[src/rtl/rtc_bus_pkg.sv]
// Shared types and helpers for the RTC date writer: FSM state encoding,
// default RTC register addresses and packed-BCD date helpers.
package rtc_bus_pkg;

   typedef enum logic [2:0] {
      ST_IDLE   = 3'd0,
      ST_LATCH  = 3'd1,
      ST_PHASE  = 3'd2,
      ST_GAP    = 3'd3,
      ST_FINISH = 3'd4
   } state_e;

   localparam logic [7:0] RTC_ADDR_DIA  = 8'h24;
   localparam logic [7:0] RTC_ADDR_MES  = 8'h25;
   localparam logic [7:0] RTC_ADDR_YEAR = 8'h26;

   // True when both nibbles of a packed-BCD byte are decimal digits.
   function automatic logic bcd_valid(input logic [7:0] b);
      logic ok;
      ok = (b[7:4] <= 4'd9) && (b[3:0] <= 4'd9);
      return ok;
   endfunction

   // Last valid day (packed BCD) for a packed-BCD month; February is fixed
   // at 29 since the year is not examined.
   function automatic logic [7:0] days_in_month(input logic [7:0] m);
      logic [7:0] lim;
      case (m)
         8'h02:                      lim = 8'h29;
         8'h04, 8'h06, 8'h09, 8'h11: lim = 8'h30;
         default:                    lim = 8'h31;
      endcase
      return lim;
   endfunction

endpackage

[src/rtl/rtc_phase_timer.sv]
// Loadable down-counter used to time both the strobe-low phase and the
// strobe-high gap. load wins over counting; expired is high while the
// count sits at zero.
module rtc_phase_timer #(
   parameter int W = 4
) (
   input  logic         clk,
   input  logic         reset,
   input  logic         load,
   input  logic [W-1:0] value,
   output logic         expired
);

   logic [W-1:0] cnt_q, cnt_d;

   // Next count: reload on request, otherwise decrement and stick at zero.
   always_comb begin
      cnt_d = cnt_q;
      if (load) begin
         cnt_d = value;
      end else if (cnt_q != '0) begin
         cnt_d = cnt_q - 1'b1;
      end
   end

   // Count register.
   always_ff @(posedge clk) begin
      if (reset) begin
         cnt_q <= '0;
      end else begin
         cnt_q <= cnt_d;
      end
   end

   assign expired = (cnt_q == '0);

endmodule

[src/rtl/rtc_date_writer.sv]
// Writes a committed day/month/year (packed BCD) into three RTC registers
// over a multiplexed address/data bus. Each register gets an address phase
// then a data phase; every phase holds wr_n low for PHASE_CYCLES and then
// high for GAP_CYCLES.
// Optional: define RTC_DATE_WRITER_DATE_CHECK_EN to validate the date in
// LATCH and pulse error (no bus activity) on an impossible date.
//
// Handshake: start is a request sampled only in IDLE; the date inputs are
// snapshotted on that cycle. busy covers LATCH through the last gap, done
// is a one-cycle completion pulse (FINISH), error a one-cycle reject pulse.
module rtc_date_writer
   import rtc_bus_pkg::*;
#(
   parameter int         PHASE_CYCLES = 10,
   parameter int         GAP_CYCLES   = 4,
   parameter logic [7:0] ADDR_DIA     = RTC_ADDR_DIA,
   parameter logic [7:0] ADDR_MES     = RTC_ADDR_MES,
   parameter logic [7:0] ADDR_YEAR    = RTC_ADDR_YEAR
) (
   input  logic       clk,
   input  logic       reset,
   input  logic       start,
   input  logic [7:0] dia,
   input  logic [7:0] mes,
   input  logic [7:0] year,
   output logic       busy,
   output logic       done,
   output logic       error,
   output logic       cs_n,
   output logic       wr_n,
   output logic       rd_n,
   output logic       ad_sel,
   output logic [7:0] bus_out,
   output logic       bus_oe,
   output state_e     state_dbg
);

   localparam int MAX_CYC = (PHASE_CYCLES > GAP_CYCLES) ? PHASE_CYCLES : GAP_CYCLES;
   localparam int CNT_W   = $clog2(MAX_CYC + 1);
   localparam logic [CNT_W-1:0] PHASE_LOAD = CNT_W'(PHASE_CYCLES - 1);
   localparam logic [CNT_W-1:0] GAP_LOAD   = CNT_W'(GAP_CYCLES - 1);

   state_e     state_q, state_d;
   logic [1:0] idx_q, idx_d;
   logic       ad_sel_q, ad_sel_d;
   logic [7:0] dia_q, dia_d;
   logic [7:0] mes_q, mes_d;
   logic [7:0] year_q, year_d;

   logic             tmr_load;
   logic [CNT_W-1:0] tmr_value;
   logic             tmr_expired;

   logic       on_bus;
   logic [7:0] cur_addr;
   logic [7:0] cur_data;

`ifdef RTC_DATE_WRITER_DATE_CHECK_EN
   logic error_q, error_d;
   logic date_ok;

   assign date_ok = bcd_valid(dia_q) && bcd_valid(mes_q) && bcd_valid(year_q) &&
                    (mes_q >= 8'h01) && (mes_q <= 8'h12) &&
                    (dia_q != 8'h00) && (dia_q <= days_in_month(mes_q));
`endif

   rtc_phase_timer #(
      .W (CNT_W)
   ) u_timer (
      .clk     (clk),
      .reset   (reset),
      .load    (tmr_load),
      .value   (tmr_value),
      .expired (tmr_expired)
   );

   // Next-state, register index, address/data select and snapshot logic.
   always_comb begin
      state_d   = state_q;
      idx_d     = idx_q;
      ad_sel_d  = ad_sel_q;
      dia_d     = dia_q;
      mes_d     = mes_q;
      year_d    = year_q;
      tmr_load  = 1'b0;
      tmr_value = PHASE_LOAD;
`ifdef RTC_DATE_WRITER_DATE_CHECK_EN
      error_d   = 1'b0;
`endif
      case (state_q)
         ST_IDLE: begin
            if (start) begin
               dia_d   = dia;
               mes_d   = mes;
               year_d  = year;
               state_d = ST_LATCH;
            end
         end
         ST_LATCH: begin
            idx_d    = 2'd0;
            ad_sel_d = 1'b0;
`ifdef RTC_DATE_WRITER_DATE_CHECK_EN
            if (!date_ok) begin
               error_d = 1'b1;
               state_d = ST_IDLE;
            end else begin
               tmr_load  = 1'b1;
               tmr_value = PHASE_LOAD;
               state_d   = ST_PHASE;
            end
`else
            tmr_load  = 1'b1;
            tmr_value = PHASE_LOAD;
            state_d   = ST_PHASE;
`endif
         end
         ST_PHASE: begin
            if (tmr_expired) begin
               tmr_load  = 1'b1;
               tmr_value = GAP_LOAD;
               state_d   = ST_GAP;
            end
         end
         ST_GAP: begin
            if (tmr_expired) begin
               if (!ad_sel_q) begin
                  ad_sel_d  = 1'b1;
                  tmr_load  = 1'b1;
                  tmr_value = PHASE_LOAD;
                  state_d   = ST_PHASE;
               end else if (idx_q < 2'd2) begin
                  idx_d     = idx_q + 2'd1;
                  ad_sel_d  = 1'b0;
                  tmr_load  = 1'b1;
                  tmr_value = PHASE_LOAD;
                  state_d   = ST_PHASE;
               end else begin
                  state_d = ST_FINISH;
               end
            end
         end
         ST_FINISH: begin
            idx_d    = 2'd0;
            ad_sel_d = 1'b0;
            state_d  = ST_IDLE;
         end
         default: begin
            state_d = ST_IDLE;
         end
      endcase
   end

   // State, index and snapshot registers.
   always_ff @(posedge clk) begin
      if (reset) begin
         state_q  <= ST_IDLE;
         idx_q    <= 2'd0;
         ad_sel_q <= 1'b0;
         dia_q    <= 8'h00;
         mes_q    <= 8'h00;
         year_q   <= 8'h00;
      end else begin
         state_q  <= state_d;
         idx_q    <= idx_d;
         ad_sel_q <= ad_sel_d;
         dia_q    <= dia_d;
         mes_q    <= mes_d;
         year_q   <= year_d;
      end
   end

`ifdef RTC_DATE_WRITER_DATE_CHECK_EN
   // Reject pulse lands in the IDLE cycle right after LATCH.
   always_ff @(posedge clk) begin
      if (reset) begin
         error_q <= 1'b0;
      end else begin
         error_q <= error_d;
      end
   end

   assign error = error_q;
`else
   assign error = 1'b0;
`endif

   // Address and data byte for the register currently being written.
   always_comb begin
      cur_addr = ADDR_DIA;
      cur_data = dia_q;
      case (idx_q)
         2'd1: begin
            cur_addr = ADDR_MES;
            cur_data = mes_q;
         end
         2'd2: begin
            cur_addr = ADDR_YEAR;
            cur_data = year_q;
         end
         default: begin
            cur_addr = ADDR_DIA;
            cur_data = dia_q;
         end
      endcase
   end

   // Bus outputs decode straight from registered state, so bus_out only
   // moves when idx/ad_sel change on a GAP->PHASE transition.
   assign on_bus    = (state_q == ST_PHASE) || (state_q == ST_GAP);
   assign busy      = (state_q == ST_LATCH) || on_bus;
   assign done      = (state_q == ST_FINISH);
   assign cs_n      = ~on_bus;
   assign bus_oe    = on_bus;
   assign wr_n      = ~(state_q == ST_PHASE);
   assign rd_n      = 1'b1;
   assign ad_sel    = ad_sel_q;
   assign bus_out   = on_bus ? (ad_sel_q ? cur_data : cur_addr) : 8'h00;
   assign state_dbg = state_q;

endmodule

[config.mk]
export PLATFORM = sky130hd
export DESIGN_NAME = rtc_date_writer
export DESIGN_NICKNAME = d
export VERILOG_FILES = /design/src/rtl/rtc_bus_pkg.sv /design/src/rtl/rtc_phase_timer.sv /design/src/rtl/rtc_date_writer.sv
export SDC_FILE = /design/constraint.sdc
export NUM_CORES = 1
export LEC_CHECK = 0
export ABC_AREA = 1
export BUFFER_PORTS_ARGS = -buffer_cell sky130_fd_sc_hd__buf_2
export CORE_ASPECT_RATIO = 1.75
export CORE_MARGIN = 1.5
export CORE_UTILIZATION = 55
export DETAILED_ROUTE_END_ITERATION = 16
export PLACE_DENSITY_LB_ADDON = 0.3
export REMOVE_ABC_BUFFERS = 1
export SETUP_SLACK_MARGIN = 0.1
export SYNTH_ARGS = -nofsm -noshare
export SYNTH_HDL_FRONTEND = slang
export SYNTH_SLANG_ARGS = --single-unit
[constraint.sdc]
create_clock -name clk -period 3.4 [get_ports clk]
set_input_delay 0.34 -clock clk [delete_from_list [all_inputs] [get_ports clk]]
set_output_delay 0.34 -clock clk [all_outputs]
set_load 0.01 [all_outputs]
# [Word-level counts from Yosys, hierarchy flattened]
# Index checks and enable logic that the tools add are counted.
[op_classes] n_reduce_logical=12 bitwise_logic=2 order_cmp=1 mux=27 eq_ne=11 add_sub_neg=2
[ops] cell="$mux W4" count=4
[ops] cell="$mux W8" count=2
[ops] cell="$pmux W8 S2" count=1
[ops] cell="$mux W3" count=5
[ops] cell="$pmux W3 S4" count=1
[ops] cell="$ne A2 B2 Y1 const B" count=5
[ops] cell="$pmux W2 S2" count=2
[ops] cell="$mux W1" count=7
[ops] cell="$eq A3 B2 Y1 const B" count=2
[ops] cell="$mux W2" count=3
[ops] cell="$logic_not A4 Y1" count=1
[ops] cell="$reduce_and A2 Y1" count=2
[ops] cell="$reduce_and A4 Y1" count=1
[ops] cell="$reduce_bool A2 Y1" count=2
[ops] cell="$reduce_bool A4 Y1" count=1
[ops] cell="$sub A4 B1 Y4 const B" count=1
[ops] cell="$eq A3 B1 Y1 const B" count=1
[ops] cell="$eq A3 B3 Y1 const B" count=1
[ops] cell="$logic_not A3 Y1" count=1
[ops] cell="$pmux W1 S3" count=1
[ops] cell="$reduce_and A3 Y1" count=1
[ops] cell="$add A2 B1 Y2 const B" count=1
[ops] cell="$eq A2 B1 Y1 const B" count=1
[ops] cell="$eq A2 B2 Y1 const B" count=1
[ops] cell="other kinds (5)" count=7
[totals] ff_bits=34 out_inout_bits=19 inputBits=27

# [Logic depth before layout (Yosys ltp)]
# Gate-level depths: netlist of the first run.
[logic_depth] depth_word=6 ltp_mapped=9

# [Cells and area by module]
# From an unflattened synthesis of the first run, not the netlist that was laid out.
[unflattened] hier_cells=250 area_unflattened_um2=1722.9
[modules_own_cells] mod="rtc_date_writer" seq_area_each_um2=600.6 instances=1 area_each_um2=1475.2 cells_per_inst=210
[modules_own_cells] mod="rtc_phase_timer" seq_area_each_um2=80.1 instances=1 area_each_um2=247.7 cells_per_inst=40

# [Least setup slack after synthesis of the first run]
# OpenSTA, ideal clock, no wires.
[synth_timing] kind="register to output" from="register idx_q[0]" to="output bus_out[3]" slack_ns=1.764 path_stages_with_launch=7 t_arrival_ns=1.296 required_ns=3.060 path_cell_list="dfxtp_1 -> inv_1 -> ha_1 -> clkbuf_1 -> inv_1 -> o21ai_0 -> a21oi_1"
[synth_between] elab_chain_len=4
[synth_lines] item="start, declared" line_no="rtc_date_writer.sv:44" text="logic [1:0] idx_q, idx_d;"
[synth_lines] item="start signal, assigned" line_no="rtc_date_writer.sv:164" text="idx_q <= idx_d;"
[synth_lines] item="$eq A2 B2 Y1 or $eq A2 B1 Y1 (tied branches)" line_no="rtc_date_writer.sv:191" text="case (idx_q)"
[synth_lines] item="$pmux W8 S2 (*)" line_no="rtc_date_writer.sv:191"
[synth_lines] item="$mux W8 (*) (2 in a row)" line_no="rtc_date_writer.sv:217" text="assign bus_out = on_bus ? (ad_sel_q ? cur_data : cur_addr) : 8'h00;"
[synth_lines] item="end, declared" line_no="rtc_date_writer.sv:33" text="output logic [7:0] bus_out,"
# Every way passes the cells marked *; elsewhere a longest branch is shown, timed or not.

# [Final worst setup path of the first run]
[layout_timing] from="register idx_q[0]" to="output bus_out[0]"
[layout_between] elab_chain_len=4
[layout_lines] item="$eq A2 B2 Y1 or $eq A2 B1 Y1 (tied branches)" line_no="rtc_date_writer.sv:191"
[layout_lines] item="$pmux W2 S2 or $pmux W8 S2 (tied branches)" line_no="rtc_date_writer.sv:191"
[layout_lines] item="$mux W8 (*) (2 in a row)" line_no="rtc_date_writer.sv:217"
# Marked as above.

==> metrics.txt, run 1 <==
Initial DRT Pass Iterations 4; minimum clock period 2.094 ns; share of post-route cells with drive strength above 1 20.57%; Antenna Violating Nets Remaining 0; fin. max-slew vios 0; WL/cell 11.81 um; fmax 477.6 MHz; Crit. End Element primary output; Sw Pwr 0.6464 mW; Area Overhead vs Synth 15.84%; cell internal pwr 0.9137 mW; Worst-Skew Late Latency 0.28 ns; clock-pin slew on the worst setup and hold paths 0.07 ns; Clock Tree Buf Depth 2; Starting Density 57.99%; via/cell ratio 5.232; Routed Wire Length 3.660 mm; die span in x 45 um; DRT iter0 DRCs 17; Residual DRC 0; Max-Cap Viols 0; Row Count 26; Max-slew headroom 53.32%; post-synthesis instance total 242; ant diodes 0; RSZ-0062 raised after global routing false; antenna violations before repair 0; Pwr per Cell Area 793.2 nW/um2; H-tree Lvls 2; die area 3443 um2; Sink Count 34; vias in the first global route 1535; Synth Register Bits 34; Logic pwr share 43.4%; largest net degree at the start of global routing 49; outcome finished clean; Hold Crit Class in2reg; element type at the critical path start flip-flop; mapped cell area 1698 um2; Mean Syn Cell Area 7.016 um2; TritonCTS clock tree yes; detailed-route via count 1622; first-pass GRT wire length 6.299 mm; Num CTS Buffers 5; YS warnings 0; worst vdd ir 0.5035 mV; overall routing resource usage 24.12%; Post-DP HPWL 2.830 mm; root buffer cell clkbuf_8; GP Congestion 0.8874; Worst Tran Pin Value 0.6994 ns; P_leak 0.9194 nW; register share of total power 37.5%; count of final setup violators 0; CP Max Fanout 9; Cell variety after synth 25; Arrival @ worst endpoint 1.75 ns; setup TNS 0 ns; post-cts resize count 0; Final Hold Viols 0; clock network fraction of total power 19.2%; Req. time, crit path 3.06 ns; Post CTS Setup Buffer Count 0; sequential area share after synthesis 40.09%; # IOs 46; CTS Hold Buffers Added 0; die height 76.50 um; Core Region 2928 um2; Post-layout nets 312; Sw Share 41.43%; PortBufs 43; GR Overflow Total 0; total power 1.560 mW; Worst Skew 0.007556 ns; Setup CP Type reg2out; fill count 296; Tcrit/Tclk final 61.59%
[state kept, by name, indices dropped and copies added, names as in the netlist]
signal	flops
year_q	8
idx_q	2
u_timer.cnt_q	4
dia_q	8
state_dbg	3
mes_q	8
ad_sel	1
[synthesized netlist by cell type]
cell      instances  area, um2
a21oi_1          45      225.2
buf_2             3      15.01
buf_4             2      15.01
buf_6             3      33.78
clkbuf_1          3      11.26
clkbuf_2          1      5.000
conb_1            2      7.510
dfxtp_1          34      680.7
ha_1              4      50.05
inv_1            38      142.6
inv_2             3      11.26
nand2_1          33      123.9
nand2_2           2      12.51
nand2_4           1      11.26
nand3_1          12      60.06
nand3b_1          1      7.510
nand4_1           3      18.77
nor2_1           10      37.54
nor2_2            1      6.260
nor3_1            2      10.01
nor4_1            1      6.260
o21ai_0          31      155.2
o22ai_1           4      25.02
xnor2_1           1      8.760
xor2_1            2      17.52
[layer usage]
layer / track usage [%] / wire length (um) / up-vias
met5: 0 / 0 / -
met4: 11.47 / 91 / 0
met3: 5.450 / 147 / 10
met2: 42.29 / 1944 / 45
met1: 25.30 / 1478 / 709
li1: - / - / 858
[power groups by stage]
stage	Combinational [mW]	Sequential, mW	Clock (mW)
after floorplan	0.490	0.580	0
after global placement	0.668	0.591	0
after detailed placement	0.678	0.594	0
after CTS	0.682	0.585	0.305
after global routing	0.773	0.597	0.320
final	0.677	0.585	0.299
[cell usage in the layout, fill, tap and decap left out, types with 2 or more instances in the layout]
master / synthesis / final
inv_2: 3 / 3
xor2_1: 2 / 2
dfxtp_1: 34 / 34
buf_2: 3 / 43
nor2_1: 10 / 10
o21ai_0: 31 / 31
inv_1: 38 / 38
o22ai_1: 4 / 4
clkbuf_8: 0 / 6
nand2_1: 33 / 33
nor3_1: 2 / 2
a21oi_1: 45 / 45
ha_1: 4 / 4
conb_1: 2 / 2
nand4_1: 3 / 3
nand2_2: 2 / 2
nand3_1: 12 / 12
[critical path, stage by stage, from the launching register on]
cell     delay [ns]
dfxtp_1        0.35
inv_1          0.07
ha_1           0.40
inv_1          0.26
nand2_1        0.09
a21oi_1        0.15
buf_2          0.15
[kinds of logic after synthesis]
| logic type | Yosys count | share of synthesized area (%) |
|---|---|---|
| adder cells (fa/ha/maj) | 4 | 2.948 |
| buffers and inverters | 53 | 13.78 |
| XOR/XNOR | 3 | 1.548 |
| AO/OA/AOI/OAI | 80 | 23.88 |
| AND/OR/NAND/NOR | 66 | 17.32 |
| flip-flops | 34 | 40.09 |
| other | 2 | 0.4423 |
[layout make-up]
type | instances | area, um2 | area share [%]
Tap cell | 28 | 35.03 | 1.781
Clock buffer | 7 | 86.33 | 4.389
Clock inverter | 1 | 5.005 | 0.2545
Multi-Input combinational cell | 155 | 783.3 | 39.82
Timing Repair Buffer | 44 | 222.7 | 11.32
Inverter | 41 | 153.9 | 7.824
Sequential cell | 34 | 680.7 | 34.61
[path summary, 6_finish.rpt]
| kind | start | endpoint | slack, ns | cells after the start |
|---|---|---|---|---|
| hold / removal | reset | u_timer.cnt_q[0] | 0.31 | 2 |
| setup reg to reg | idx_q[0] | idx_q[1] | 1.94 | 7 |
| setup / recovery | idx_q[0] | bus_out[0] | 1.31 | 6 |
| hold reg to reg | dia_q[4] | dia_q[4] | 0.44 | 2 |
[metrics by stage]
step / area (um2) / hold slack, ns / util [%] / worst slack, ns / std cells
global placement: 1876 / 0.4305 / 64.06 / 1.627 / 302
floorplan: 1618 / 0.4091 / - / 1.538 / 230
detailed placement: 1876 / 0.4364 / 64.06 / 1.614 / 302
finish: 1967 / 0.3111 / 67.18 / 1.306 / 310
CTS: 1967 / 0.2972 / 67.18 / 1.292 / 310
global route: 1967 / 0.3155 / 67.18 / 1.163 / 310
No activity file was read; power rests on OpenSTA's default activity.
==> run 2: changes to the inputs <==
--- a/config.mk
+++ b/config.mk
@@ -5,11 +5,11 @@
 export SDC_FILE = /design/constraint.sdc
 export NUM_CORES = 1
 export LEC_CHECK = 0
-export ABC_AREA = 1
+export ABC_AREA = 0
 export BUFFER_PORTS_ARGS = -buffer_cell sky130_fd_sc_hd__buf_2
 export CORE_ASPECT_RATIO = 1.75
 export CORE_MARGIN = 1.5
-export CORE_UTILIZATION = 55
+export CORE_UTILIZATION = 51
 export DETAILED_ROUTE_END_ITERATION = 16
 export PLACE_DENSITY_LB_ADDON = 0.3
 export REMOVE_ABC_BUFFERS = 1
==> constraint.sdc (replaced) <==
create_clock -name clk -period 2 [get_ports clk]
set_input_delay 0.2 -clock clk [delete_from_list [all_inputs] [get_ports clk]]
set_output_delay 0.2 -clock clk [all_outputs]
set_load 0.01 [all_outputs]
==> metrics.txt, run 2 <==
outcome finished clean (unchanged); via/cell ratio 5.325 (was 5.232); setup slack, reg-to-reg 0.42 ns (was 1.94 ns); element type at the critical path start flip-flop (unchanged); Mean Syn Cell Area 8.067 um2 (was 7.016 um2); Num CTS Buffers 5 (unchanged); Synth Register Bits 34 (unchanged); Clock Tree Buf Depth 2 (unchanged); TritonCTS clock tree yes (unchanged); Arrival @ worst endpoint 1.62 ns (was 1.75 ns); WHS 0.1378 ns (was 0.3111 ns); Starting Density 53.92% (was 57.99%); dominant synthesized flop cell dfxtp_1 (unchanged); Met3 Wirelength 140 um (was 147 um); Core Region 3142 um2 (was 2928 um2); placed cell areas 1893 um2 (was 1876 um2); Worst-Skew Late Latency 0.29 ns (was 0.28 ns); ant diodes 0 (unchanged); mapped cell area 1694 um2 (was 1698 um2); Max-Cap Viols 0 (unchanged); Sink Count 34 (unchanged); async set-reset flop share out of synthesis 0% (unchanged); Final Util 65.35% (was 67.18%); minimum clock period 1.817 ns; Row Count 27 (was 26); GR Overflow Total 0 (unchanged); RSZ-0062 raised after global routing true (was false); Finished Cell Area 2053 um2 (was 1967 um2); Antenna Violating Nets Remaining 0 (unchanged); DRT iter0 DRCs 21 (was 17); overall routing resource usage 22.10% (was 24.12%); Hold Crit Class in2reg (unchanged); top flop regs dia_q: 8 flops, mes_q: 8 flops, year_q: 8 flops (unchanged); fin. max-slew vios 0 (unchanged); Synth area leaders dfxtp_1, nand2_1, a21oi_1 (was dfxtp_1, a21oi_1, o21ai_0); largest net degree at the start of global routing 25 (was 49); fin cells 292 (was 310); first-pass GRT wire length 6.037 mm (was 6.299 mm); die area 3690 um2 (was 3443 um2); H-tree Lvls 2 (unchanged); # IOs 46 (unchanged); YS warnings 0 (unchanged); Initial DRT Pass Iterations 4 (unchanged); die height 79.25 um (was 76.50 um); fmax 550.2 MHz; Worst Skew 0.006690 ns (was 0.007556 ns); DR top layer met4 (unchanged); Req. time, crit path 1.80 ns (was 3.06 ns); commonest non-fill, non-tap cell in the layout nand2_1 (was a21oi_1); detailed-route via count 1555 (was 1622); count of final setup violators 0 (unchanged); Post-synth top cells nand2_1, dfxtp_1, a21oi_1 (was a21oi_1, inv_1, dfxtp_1, nand2_1, o21ai_0); WL/cell 12.54 um (was 11.81 um); Setup CP Type reg2out (unchanged); share of post-route cells with drive strength above 1 27.71% (was 20.57%); Crit. End Element primary output (unchanged); metal2 WL 1.998 mm (was 1.944 mm); Post-DP HPWL 2.654 mm (was 2.830 mm); root buffer cell clkbuf_8 (unchanged); Final Hold Viols 0 (unchanged); most frequent cells in the layout nand2_1, buf_2, a21oi_1, dfxtp_1 (was a21oi_1, buf_2, inv_1); number of flops mapped to enable cells by yosys 0 (unchanged); setup TNS 0 ns (unchanged); top-count cell post-synth nand2_1 (was a21oi_1); Pwr per Cell Area 1050 nW/um2 (was 793.2 nW/um2); sequential area share after synthesis 40.18% (was 40.09%); Routed Wire Length 3.661 mm (was 3.660 mm); Area Overhead vs Synth 21.20% (was 15.84%); Place WS 0.3546 ns (was 1.614 ns); P_leak 0.8272 nW (was 0.9194 nW); GP Congestion 0.8378 (was 0.8874); clock-pin slew on the worst setup and hold paths 0.07 ns (about the same); worst setup slack after layout 0.1826 ns (was 1.306 ns); cell taking the most area after synthesis dfxtp_1 (unchanged); Post-layout nets 279 (was 312); worst vdd ir 0.5957 mV (was 0.5035 mV); Tcrit/Tclk final 90.87%; post-synthesis instance total 210 (was 242); CP Max Fanout 8 (was 9); antenna violations before repair 0 (unchanged); Residual DRC 0 (unchanged); PortBufs 43 (unchanged); share of the synthesized area in the top cell type 40.18% (was 40.09%); total power 2.156 mW (was 1.560 mW); vias in the first global route 1443 (was 1535); placed cell count 283 (was 302); die span in x 46.57 um (was 45 um); Cell variety after synth 44 (was 25); Post-Route M1 WL 1.442 mm (was 1.478 mm)
[run 2: cell types whose count changed in the layout (fill, tap and decap cells not counted), moves of 4 or more]
cell | before | now
nor2_1 | 10 | 6
a221oi_1 | 0 | 4
nor3_1 | 2 | 7
o22ai_1 | 4 | 0
nand3_1 | 12 | 1
nand2_1 | 33 | 53
inv_1 | 38 | 7
buf_4 | 1 | 5
o21ai_0 | 31 | 1
a21oi_1 | 45 | 31
[run 2: worst paths after layout]
path / startpoint / to / cells after the start
setup / recovery: idx_q[1] / bus_out[0] / 6
hold / removal: dia[1] / dia_q[1] / 3
setup reg to reg: u_timer.cnt_q[0] / idx_q[0] / 5
hold reg to reg: mes_q[2] / mes_q[2] / 2
[run 2: final cells by class]
type                       count  area, um2
clock buffer                   5      68.82
clock inverter                 3      45.04
fill                         301       1089
inverter                       8      33.78
multi-input combinational    150      900.9
sequential                    34      686.9
tap                           43      53.80
timing repair buffer          49      264.0
[run 2: metal layers]
metal | vias up | track usage [%]
li1 | 798 | -
met1 | 709 | 23.34
met2 | 39 | 39.31
met3 | 9 | 4.773
met4 | 0 | 9.429
met5 | - | 0
[run 2: kinds of logic (layout without fill, tap and decap cells)]
kind of cell / after synthesis / in the layout / share of synthesized area (%)
buffers and inverters: 26 / 65 / 8.124
AND/OR/NAND/NOR: 86 / 86 / 25.63
flip-flops: 34 / 34 / 40.18
AO/OA/AOI/OAI: 54 / 54 / 20.61
XOR/XNOR: 4 / 4 / 2.068
other: 2 / 2 / 0.4433
adder cells (fa/ha/maj): 4 / 4 / 2.954
[run 2: power by group]
group / total (mW) / leakage, nW / internal (mW) / switching [mW]
logic: 0.650 / 0.496 / 0.319 / 0.331
clock network: 0.627 / 0.0504 / 0.370 / 0.257
registers: 0.879 / 0.281 / 0.773 / 0.106
[run 2: repair_timing]
action	CTS	global route
hold buffers	0	0
pin swaps	0	2
resized for setup	5	4
setup endpoints to repair	2	5
setup buffers	1	0
endpoints found under the hold margin	0	0
[run 2: worst max-delay path: stages (launching register included)]
cell and delay (ns):
dfxtp_4 0.37, ha_4 0.25, buf_6 0.13, a221o_1 0.25, o211ai_1 0.09, a21oi_1 0.09
buf_2 0.15
==> run 3: changes to the inputs <==
--- a/config.mk
+++ b/config.mk
@@ -9,7 +9,8 @@
 export BUFFER_PORTS_ARGS = -buffer_cell sky130_fd_sc_hd__buf_2
 export CORE_ASPECT_RATIO = 1.75
 export CORE_MARGIN = 1.5
-export CORE_UTILIZATION = 51
+export CORE_UTILIZATION = 54
+export CTS_BUF_LIST = sky130_fd_sc_hd__clkbuf_4 sky130_fd_sc_hd__clkbuf_8
 export DETAILED_ROUTE_END_ITERATION = 16
 export PLACE_DENSITY_LB_ADDON = 0.3
 export REMOVE_ABC_BUFFERS = 1
==> metrics.txt, run 3 (synthesis results as in run 2) <==
PortBufs 43 (unchanged); TritonCTS clock tree yes (unchanged); Antenna Violating Nets Remaining 0 (unchanged); GP Congestion 0.7892 (was 0.8378); Worst-Skew Late Latency 0.28 ns (was 0.29 ns); Routed Wire Length 3.623 mm (was 3.661 mm); largest net degree at the start of global routing 25 (unchanged); DRT iter0 DRCs 31 (was 21); H-tree Lvls 2 (unchanged); commonest non-fill, non-tap cell in the layout nand2_1 (unchanged); Initial DRT Pass Iterations 4 (unchanged); Met3 Wirelength 102 um (was 140 um); Req. time, crit path 1.80 ns (about the same); P_leak 0.8192 nW (was 0.8272 nW); Post-DP HPWL 2.704 mm (was 2.654 mm); setup TNS 0 ns (unchanged); total power 1.987 mW (was 2.156 mW); WL/cell 12.54 um (about the same); Row Count 26 (was 27); Residual DRC 0 (unchanged); # IOs 46 (unchanged); Clock Tree Buf Depth 2 (unchanged); Setup CP Type reg2out (unchanged); Area Overhead vs Synth 17.95% (was 21.20%); die height 77.10 um (was 79.25 um); share of post-route cells with drive strength above 1 27.13% (was 27.71%); ant diodes 0 (unchanged); Post-Route M1 WL 1.461 mm (was 1.442 mm); CTS Hold Buffers Added 0 (unchanged); Hold Crit Class in2reg (unchanged); Worst Skew 0.005978 ns (was 0.006690 ns); Crit path largest cell delay 0.38 ns (was 0.37 ns); top flop regs dia_q: 8 flops, mes_q: 8 flops, year_q: 8 flops (unchanged); Max-Cap Viols 0 (unchanged); Arrival @ worst endpoint 1.63 ns (was 1.62 ns); CP Max Fanout 9 (was 8); most frequent cells in the layout nand2_1, buf_2, dfxtp_1 (was nand2_1, buf_2, a21oi_1, dfxtp_1); worst vdd ir 0.6142 mV (was 0.5957 mV); WHS 0.1456 ns (was 0.1378 ns); metal2 WL 1.980 mm (was 1.998 mm); clock-pin slew on the worst setup and hold paths 0.07 ns (about the same); Tcrit/Tclk final 91.59% (was 90.87%); minimum clock period 1.832 ns (was 1.817 ns); DR top layer met4 (unchanged); root buffer cell clkbuf_8 (unchanged); Core Region 2960 um2 (was 3142 um2); count of final setup violators 0 (unchanged); Starting Density 57.23% (was 53.92%); detailed-route via count 1565 (was 1555); first-pass GRT wire length 6.113 mm (was 6.037 mm); vias in the first global route 1475 (was 1443); Sink Count 34 (unchanged); fmax 545.9 MHz (was 550.2 MHz); die span in x 45.34 um (was 46.57 um); Pwr per Cell Area 994.2 nW/um2 (was 1050 nW/um2); RSZ-0062 raised after global routing false (was true); fin. max-slew vios 0 (unchanged); outcome finished clean (unchanged); GR Overflow Total 0 (unchanged); Final Hold Viols 0 (unchanged); via/cell ratio 5.415 (was 5.325); element type at the critical path start flip-flop (unchanged); Post-layout nets 278 (was 279); Num CTS Buffers 5 (unchanged); slowest stage cell, crit path dfxtp_1 (was dfxtp_4); Crit. End Element primary output (unchanged); die area 3495 um2 (was 3690 um2); cells along the critical path inv_1 > ha_4 > a221o_1 > o211ai_1 > a21oi_1 > buf_2 (was ha_4 > buf_6 > a221o_1 > o211ai_1 > a21oi_1 > buf_2); antenna violations before repair 0 (unchanged); overall routing resource usage 22.97% (was 22.10%)
[run 3: worst paths after layout]
check              startpoint          to  slack [ns]  depth (start not counted)
max                  idx_q[0]  bus_out[0]        0.17                          6
min reg2reg          mes_q[6]    mes_q[6]        0.46                          2
max reg2reg  u_timer.cnt_q[0]    idx_q[0]        0.40                          5
min                   year[4]   year_q[4]        0.15                          3
[run 3: metrics by stage]
step           utilization (%)  cells  instance area, um2  worst slack, ns
2_1_floorplan                -    192                1587           0.3980
3_3_place_gp             63.91    282                1892           0.2577
3_5_place_dp             63.91    282                1892           0.2021
4_1_cts                  67.16    289                1988           0.1219
5_1_grt                  67.50    289                1998          0.09758
6_report                 67.50    289                1998           0.1683
[run 3: final cells by class]
type / count / area [um2]
timing repair buffer: 48 / 252.7
clock buffer: 5 / 68.82
inverter: 8 / 32.53
multi-input combinational: 150 / 895.9
fill: 275 / 962.2
tap: 42 / 52.55
clock inverter: 2 / 10.01
sequential: 34 / 685.7
[run 3: where the power goes]
part / internal (mW) / switching [mW]
Clock: 0.233 / 0.231
Combinational: 0.320 / 0.327
Sequential: 0.774 / 0.103
Total: 1.33 / 0.660
[run 3: critical path, delay by kind of cell, from the launching register on]
kind	cells	cell delay, ns
compound gates	3	0.44
fa+ha+maj	1	0.29
buf+inv	2	0.24
flops	1	0.38
[run 3: timing repair]
| action | 4_1_cts | 5_1_grt |
|---|---|---|
| gates resized for setup | 5 | 4 |
| endpoints found under the setup margin | 8 | 6 |
| setup buffers | 0 | 0 |
[run 3: per-layer routing]
| metal | vias to the layer above | global-route usage [%] |
|---|---|---|
| li1 | 792 | - |
| met1 | 730 | 25.96 |
| met2 | 35 | 38.86 |
| met3 | 8 | 4.471 |
| met4 | 0 | 11.18 |
| met5 | - | 0 |
